--- config.mk ---
export PLATFORM = sky130hd
export DESIGN_NAME = lift_call_sched
export DESIGN_NICKNAME = d
export VERILOG_FILES = /design/src/rtl/lift_call_sched.sv
export SDC_FILE = /design/constraint.sdc
export NUM_CORES = 1
export LEC_CHECK = 0
export CAP_MARGIN = 20
export CORE_MARGIN = 3
export CORE_UTILIZATION = 48
export CTS_CLUSTER_DIAMETER = 80
export DETAILED_ROUTE_END_ITERATION = 16
export GPL_TIMING_DRIVEN = 1
export PLACE_DENSITY_LB_ADDON = 0.12
export SETUP_SLACK_MARGIN = 0.3
export SYNTH_ARGS = -nofsm -noshare
export SYNTH_HDL_FRONTEND = slang
export SYNTH_SLANG_ARGS = --single-unit
--- constraint.sdc ---
create_clock -name clk -period 2.1 [get_ports clk]
set_input_delay 0.21 -clock clk [delete_from_list [all_inputs] [get_ports clk]]
set_output_delay 0.21 -clock clk [all_outputs]
set_load 0.005 [all_outputs]
--- src/rtl/lift_call_sched.sv ---
// lift_call_sched: four-floor lift call scheduler.
// Latches hall/car calls, sweeps the cab up or down toward outstanding calls,
// and holds the door open for a configurable dwell. A same-floor call during
// the dwell restarts it.
// Optional build macro LIFT_CALL_SCHED_KEY_LOCK_EN adds input keyinput0 and a
// short-dwell door state S_DOOR_D, entered instead of S_DOOR when keyinput0=0.
module lift_call_sched #(
  parameter int DOOR_CYCLES = 8
) (
  input  logic       clk,
  input  logic       rst,
`ifdef LIFT_CALL_SCHED_KEY_LOCK_EN
  input  logic       keyinput0,
`endif
  input  logic [3:0] call,
  input  logic [1:0] cur_floor,
  input  logic       at_floor,
  input  logic       door_closed,
  output logic       move_up,
  output logic       move_down,
  output logic       door_open,
  output logic [3:0] pending,
  output logic       dir_up
);

  typedef enum logic [2:0] {
    S_IDLE   = 3'd0,
    S_UP     = 3'd1,
    S_DOWN   = 3'd2,
    S_DOOR   = 3'd3,
`ifdef LIFT_CALL_SCHED_KEY_LOCK_EN
    S_DOOR_D = 3'd5,
`endif
    S_CLOSE  = 3'd4
  } state_e;

  localparam logic [3:0] DWELL_FULL  = 4'(DOOR_CYCLES - 1);
  localparam logic [3:0] DWELL_SHORT = 4'd1;

  state_e     state_q, state_d;
  logic [3:0] pending_q, pending_d;
  logic       dir_up_q, dir_up_d;
  logic [3:0] dwell_q, dwell_d;

  logic [3:0] floor_oh;
  logic [3:0] mask_above;
  logic [3:0] mask_below;
  logic       any_above;
  logic       any_below;
  logic       enter_door;
  logic [3:0] call_mask;
  state_e     door_state;
  logic [3:0] door_load;

  // Floor-relative views of the latched calls.
  always_comb begin
    floor_oh   = 4'b0001 << cur_floor;
    mask_above = ~((floor_oh << 1) - 4'd1);
    mask_below = floor_oh - 4'd1;
    any_above  = |(pending_q & mask_above);
    any_below  = |(pending_q & mask_below);
  end

  // Pick which door state a door entry lands in, and the dwell it loads.
  always_comb begin
`ifdef LIFT_CALL_SCHED_KEY_LOCK_EN
    door_state = keyinput0 ? S_DOOR : S_DOOR_D;
    door_load  = keyinput0 ? DWELL_FULL : DWELL_SHORT;
`else
    door_state = S_DOOR;
    door_load  = DWELL_FULL;
`endif
  end

  // Next-state, dwell, direction, call latching and Moore outputs.
  always_comb begin
    // NOTE: every variable gets a default first so no path leaves one unassigned and infers a latch.
    state_d    = state_q;
    dir_up_d   = dir_up_q;
    dwell_d    = dwell_q;
    enter_door = 1'b0;
    call_mask  = 4'b1111;
    move_up    = 1'b0;
    move_down  = 1'b0;
    door_open  = 1'b0;

    case (state_q)
      S_IDLE: begin
        if (pending_q[cur_floor]) begin
          enter_door = 1'b1;
        end else if (|pending_q) begin
          if (any_above && (dir_up_q || !any_below)) begin
            state_d  = S_UP;
            dir_up_d = 1'b1;
          end else begin
            state_d  = S_DOWN;
            dir_up_d = 1'b0;
          end
        end
      end
      S_UP: begin
        move_up = 1'b1;
        if (at_floor) begin
          if (pending_q[cur_floor])  enter_door = 1'b1;
          else if (cur_floor == 2'd3) state_d    = S_IDLE;
        end
      end
      S_DOWN: begin
        move_down = 1'b1;
        if (at_floor) begin
          if (pending_q[cur_floor])  enter_door = 1'b1;
          else if (cur_floor == 2'd0) state_d    = S_IDLE;
        end
      end
      S_DOOR: begin
        door_open = 1'b1;
        // A call at the open door extends the dwell instead of queueing.
        call_mask = ~floor_oh;
        if (call[cur_floor])     dwell_d = DWELL_FULL;
        else if (dwell_q == '0)  state_d = S_CLOSE;
        else                     dwell_d = dwell_q - 4'd1;
      end
`ifdef LIFT_CALL_SCHED_KEY_LOCK_EN
      S_DOOR_D: begin
        door_open = 1'b1;
        call_mask = ~floor_oh;
        if (call[cur_floor])     dwell_d = DWELL_SHORT;
        else if (dwell_q == '0)  state_d = S_CLOSE;
        else                     dwell_d = dwell_q - 4'd1;
      end
`endif
      S_CLOSE: begin
        if (call[cur_floor]) enter_door = 1'b1;
        else if (door_closed) state_d   = S_IDLE;
      end
      default: state_d = S_IDLE;
    endcase

    if (enter_door) begin
      state_d = door_state;
      dwell_d = door_load;
    end

    // The floor being served is cleared on door entry, beating a same-edge call.
    pending_d = (pending_q | (call & call_mask)) & ~(enter_door ? floor_oh : 4'b0000);
  end

  // State registers with synchronous active-low reset.
  always_ff @(posedge clk) begin
    // NOTE: sequential state uses non-blocking assignments so all registers update from pre-edge values.
    if (!rst) begin
      state_q   <= S_IDLE;
      pending_q <= '0;
      dir_up_q  <= 1'b1;
      dwell_q   <= '0;
    end else begin
      state_q   <= state_d;
      pending_q <= pending_d;
      dir_up_q  <= dir_up_d;
      dwell_q   <= dwell_d;
    end
  end

  assign pending = pending_q;
  assign dir_up  = dir_up_q;

endmodule

-- Yosys cells after proc, flatten, opt, wreduce, memory -nomap -nowiden
Cells that the tools add are included.
- register bits: 12
- logic and storage cells: 102
- add/sub/neg operators: 3
- magnitude comparators: 1
- equality and inequality tests: 31
- shift-type cells: 1
- mux-type cells: 33
- bitwise gates (word level): 10
- reduce and logical (&&, ||, !) cells: 17
- operators with widths (kind ; number):
    $mux W3 ; 14
    $ne A3 B3 Y1 const B ; 13
    $ne A2 B2 Y1 const B ; 13
    $reduce_and A12 Y1 ; 2
    $and A4 B4 Y4 ; 4
    $mux W4 ; 4
    $pmux W3 S5 ; 1
    $not A4 Y4 ; 3
    $reduce_or A4 Y1 ; 3
    $sub A4 B1 Y4 const B ; 3
    $mux W1 ; 9
    $eq A3 B2 Y1 const B ; 2
    $bmux W1 S2 ; 2
    $logic_not A4 Y1 ; 1
    $mux W2 ; 2
    $or A4 B4 Y4 ; 1
    $reduce_and A2 Y1 ; 2
    $reduce_or A2 Y1 ; 2
    $shl A1 B2 Y4 const A ; 1
    $eq A3 B1 Y1 const B ; 1
    $eq A3 B3 Y1 const B ; 1
    $logic_not A3 Y1 ; 1
    $lt A2 B3 Y1 const B ; 1
    $pmux W1 S3 ; 1
    other kinds (8) ; 9

-- Longest topological paths before layout
- word-level depth: 12
- mapped depth: 7
- mapped depth without buffers: 7

-- Worst setup path before layout
No wires, ideal clock.
- path type: input to register
- from: input cur_floor[0]
- to: register state_q[2]
- setup time: 0.070 ns
- arrival time: 1.816 ns
- setup slack: 0.214 ns
- cell stages on the path: 6
- cell sequence: buf_6 -> mux4_2 -> o31ai_4 -> o21ai_2 -> or4_1 -> a21oi_1
- longest elaborated chain between the ends: 6
- ends and longest elaborated chain (element ; line ; source):
    from (decl) ; 16 ; input logic [1:0] cur_floor,
    $bmux W1 S2 ; 89, 104, 111 ;
    $mux W1 (implied by the code) ; 89, 104, 111 ;
    $mux W1 ; 89, 104, 111 ;
    $mux W1 ; 103 ; if (at_floor) begin
    $pmux W1 S3 ; 87 ; case (state_q)
    $reduce_or A2 Y1 (no source line) ; n/a ;
    to (signal assigned) ; 157 ; state_q <= state_d;
    to (decl) ; 40 ; state_e state_q, state_d;
Several ways; a longest one is shown, not always the timed one. The select of a mux whose other input is x is not followed.
A chain may end at the register's enable or synchronous reset.

-- Final worst setup path
- from: input call[2]
- to: register state_q[1]
- longest elaborated chain between the ends: 6
- ends and longest elaborated chain (element ; line ; source):
    from (decl) ; 15 ; input logic [3:0] call,
    $bmux W1 S2 * ; 119, 133 ;
    $mux W1 (implied by the code) * ; 119, 133 ;
    $mux W1 ; 133 ; if (call[cur_floor]) enter_door = 1'b1;
    $pmux W1 S3 ; 87 ;
    $ne A3 B3 Y1 (no source line) ; n/a ;
    $reduce_and A12 Y1 (no source line) ; n/a ;
Every way passes the cells marked *; elsewhere a longest branch is shown, timed or not. The select of a mux whose other input is x is not followed.

==> flow_summary.yaml <==
place:
  placed_area_sq_mm: 0.00108
  hpwl_microns: 1610
  place_congestion: 0.805
  port-buffer-count: 17
drt:
  ant_nets: 0
  routed_wl_microns: 2160
  vias: 859
  route.detailed.drc: 0
  drt-pass1-iter-count: 4
  post_drt_wl_per_cell_microns: 14.4
  first_iter_violations: 17
  viasPerCell: 5.73
cts:
  h-tree-depth: 1
  path_clk_slew_ns: 0.08
  cts_made_buffers: 3
  worstSkewPairLatency_ns: 0.26
  clock_path_buffers: 2
  root_buffer: "clkbuf_4"
  cts.sinks: 12
  cts_tree: "yes"
yosys:
  ys_seq_area_share_pct: 30.0
  synth_edf_count: 0
  synth_nets: 107
  syn-mean-instance-area_sq_um: 8.34
  yosys_most_used_dff: "dfxtp_1"
  synthCells: 96
  yosysUniqueCellTypes: 38
  synth.ff_latch_count: 12
  ys_warn_count: 0
  synth_area_sq_um: 801
  synthArstFlopShare_pct: 0
finish:
  layout-drive-gt1-share_pct: 35.8
  design_area_sq_mm: 0.00119
  antenna_cells: 0
  area_delta_synth_final_pct: 48.7
  fin_nets: 147
worst_setup_path:
  criticalPathCategory: "in2reg"
  worstSetupStartpointType: "input pin"
  cp_common_cell: "buf_4"
  cpMaxStageDelayCell: "mux4_2"
  arrival_ns: 1.90
  crit_chain: "dlygate4sd2_1, mux4_2, o31ai_4, o21ai_2, buf_4, buf_4, o31ai_1, a31oi_1"
  path_max_fanout: 3
  required_ns: 2.25
  slowest_delay_ns: 0.53
  worst_setup_path_end_kind: "flip-flop"
  cp.buffers_inverters: 3
  cp_top_family: "compound AO/OA/AOI/OAI gates"
grt:
  antenna_found_initial: 0
  grt_max_degree: 11
  global_route.usage.total_pct: 20.6
  grt-ovfl-total: 0
  grt_pass1_wl_microns: 3220
  grt_pass1_vias: 788
timing:
  clock_skew_ns: 0.00177
  max_freq_mhz: 573
  setup_tns_ns: 0
  slew_violations: 0
  max_slew.worst_pin.slew_ns: 0.516
  timing.hold.ws_ns: 0.342
  fin_crit_ns: 1.75
  finalCritPeriodShare_pct: 83.1
  hold_viol: 0
  slew_headroom_pct: 65.2
  setup_viol: 0
  rsz0062_at_grt: "no"
floorplanning:
  core-area_sq_mm: 0.00154
  die_y_microns: 46.8
  fp.dieW_microns: 46.8
  die-area_sq_mm: 0.00219
  rows: 14
  start_util_pct: 51.9
  ios: 18
outcome:
  outcome: "complete, no violations"
pwr:
  total_power_mw: 0.891
  peakVddDrop_v: 0.000379
  p_per_area_mw_per_mm2: 748
  leakage_nw: 0.477
min_path:
  hold_path_class: "in2reg"
flow_run:
  timing.max_cap.violations: 0
-- cell usage in the layout, fill, tap and decap left out, drive strengths merged, types with 2 or more instances in the layout --
master	count
a22oi	2
o31ai	3
o21bai	2
dfxtp	12
clkbuf	3
nor2b	4
clkdlybuf4s50	10
dlygate4sd2	6
nor3b	2
a211oi	4
nand2b	5
mux4	2
a31oi	3
nor2	4
nand2	10
nand3	3
a21oi	8
inv	4
nor4	2
o21ai	6
buf	22
clkinv	2
-- metrics by stage --
step / cells / util (%) / worst slack, ns
2_1_floorplan: 96 / - / 0.214
3_3_place_gp: 140 / 69.9 / -0.243
3_5_place_dp: 140 / 69.9 / -0.297
4_1_cts: 147 / 73.1 / 0.314
5_1_grt: 150 / 77.3 / 0.299
6_report: 150 / 77.3 / 0.355
-- worst reg2reg max path: cells and delay by family, from the launching register on --
kind / cells / cell delay (ns)
compound gates: 4 / 0.67
buf+inv: 3 / 0.35
flops: 1 / 0.33
fa+ha+maj: 1 / 0.20
simple gates: 1 / 0.07
-- cells by family (layout without fill, tap and decap cells) --
family / Yosys count / count (layout) / share of synthesized area [%]
XOR/XNOR: 1 / 1 / 1.09
multiplexers: 3 / 3 / 7.50
adder cells (fa/ha/maj): 2 / 2 / 2.81
AO/OA/AOI/OAI: 34 / 34 / 30.0
buffers and inverters: 9 / 47 / 5.16
AND/OR/NAND/NOR: 35 / 35 / 23.4
flip-flops: 12 / 12 / 30.0
-- final timing paths --
check | to | from | cells past startpoint | slack, ns
setup / recovery | state_q[1]$_SDFFE_PN0P_ | call[2] | 8 | 0.35
hold / removal | pending[3]$_SDFF_PN0_ | cur_floor[0] | 3 | 0.34
setup reg to reg | state_q[1]$_SDFFE_PN0P_ | dwell_q[1]$_SDFFE_PN0P_ | 9 | 0.37
hold reg to reg | dwell_q[2]$_SDFFE_PN0P_ | dwell_q[2]$_SDFFE_PN0P_ | 2 | 0.51
-- power breakdown --
group / switching (mW) / total (mW) / leakage (nW) / internal, mW
clock: 0.0753 / 0.142 / 0.0138 / 0.0662
sequential: 0.0320 / 0.303 / 0.103 / 0.271
combinational: 0.197 / 0.446 / 0.360 / 0.248
total: 0.305 / 0.891 / 0.477 / 0.586
-- area by class of cell --
type                    instances  area, sq um
flip-flops and latches         12          260
multi-input cells              75          549
repair buffers                 38          315
clock buffers                   3         22.5
well taps                      16         20.0
fillers                       123          350
inverters                       6         23.8
-- state kept, by name, indices dropped and copies added (netlist names) --
register and flops:
dir_up 1, state_q 3, dwell_q 4, pending 4
-- synthesized netlist by cell type (2+ instances only) --
library cell	n	area, sq um
nand3_1	3	15.0
o31ai_1	2	15.0
nor2_1	4	15.0
a31oi_1	3	18.8
clkbuf_1	2	7.51
o21ai_0	5	25.0
nand2_1	10	37.5
nor2b_1	4	25.0
a21oi_1	8	40.0
a22oi_1	2	15.0
dfxtp_1	12	240
nand2b_1	5	31.3
nor4_1	2	12.5
nor3b_1	2	15.0
a211oi_1	4	30.0
clkinv_1	2	7.51
o21bai_1	2	15.0
inv_1	4	15.0
-- metal layers --
metal	up-vias	routed length, microns	track usage, %
li1	435	-	-
met1	405	973	24.2
met2	17	1090	35.8
met3	2	86	4.98
met4	0	14	8.29
met5	-	0	0
-- what timing repair did --
action | in CTS | in global routing
pin swaps | 3 | 3
hold buffers | 0 | 0
gates resized for setup | 18 | 13
endpoints found under the setup margin | 13 | 6
setup buffers | 4 | 3
hold endpoints to repair | 0 | 0
Note: power is estimated with default switching activity, not from simulation.
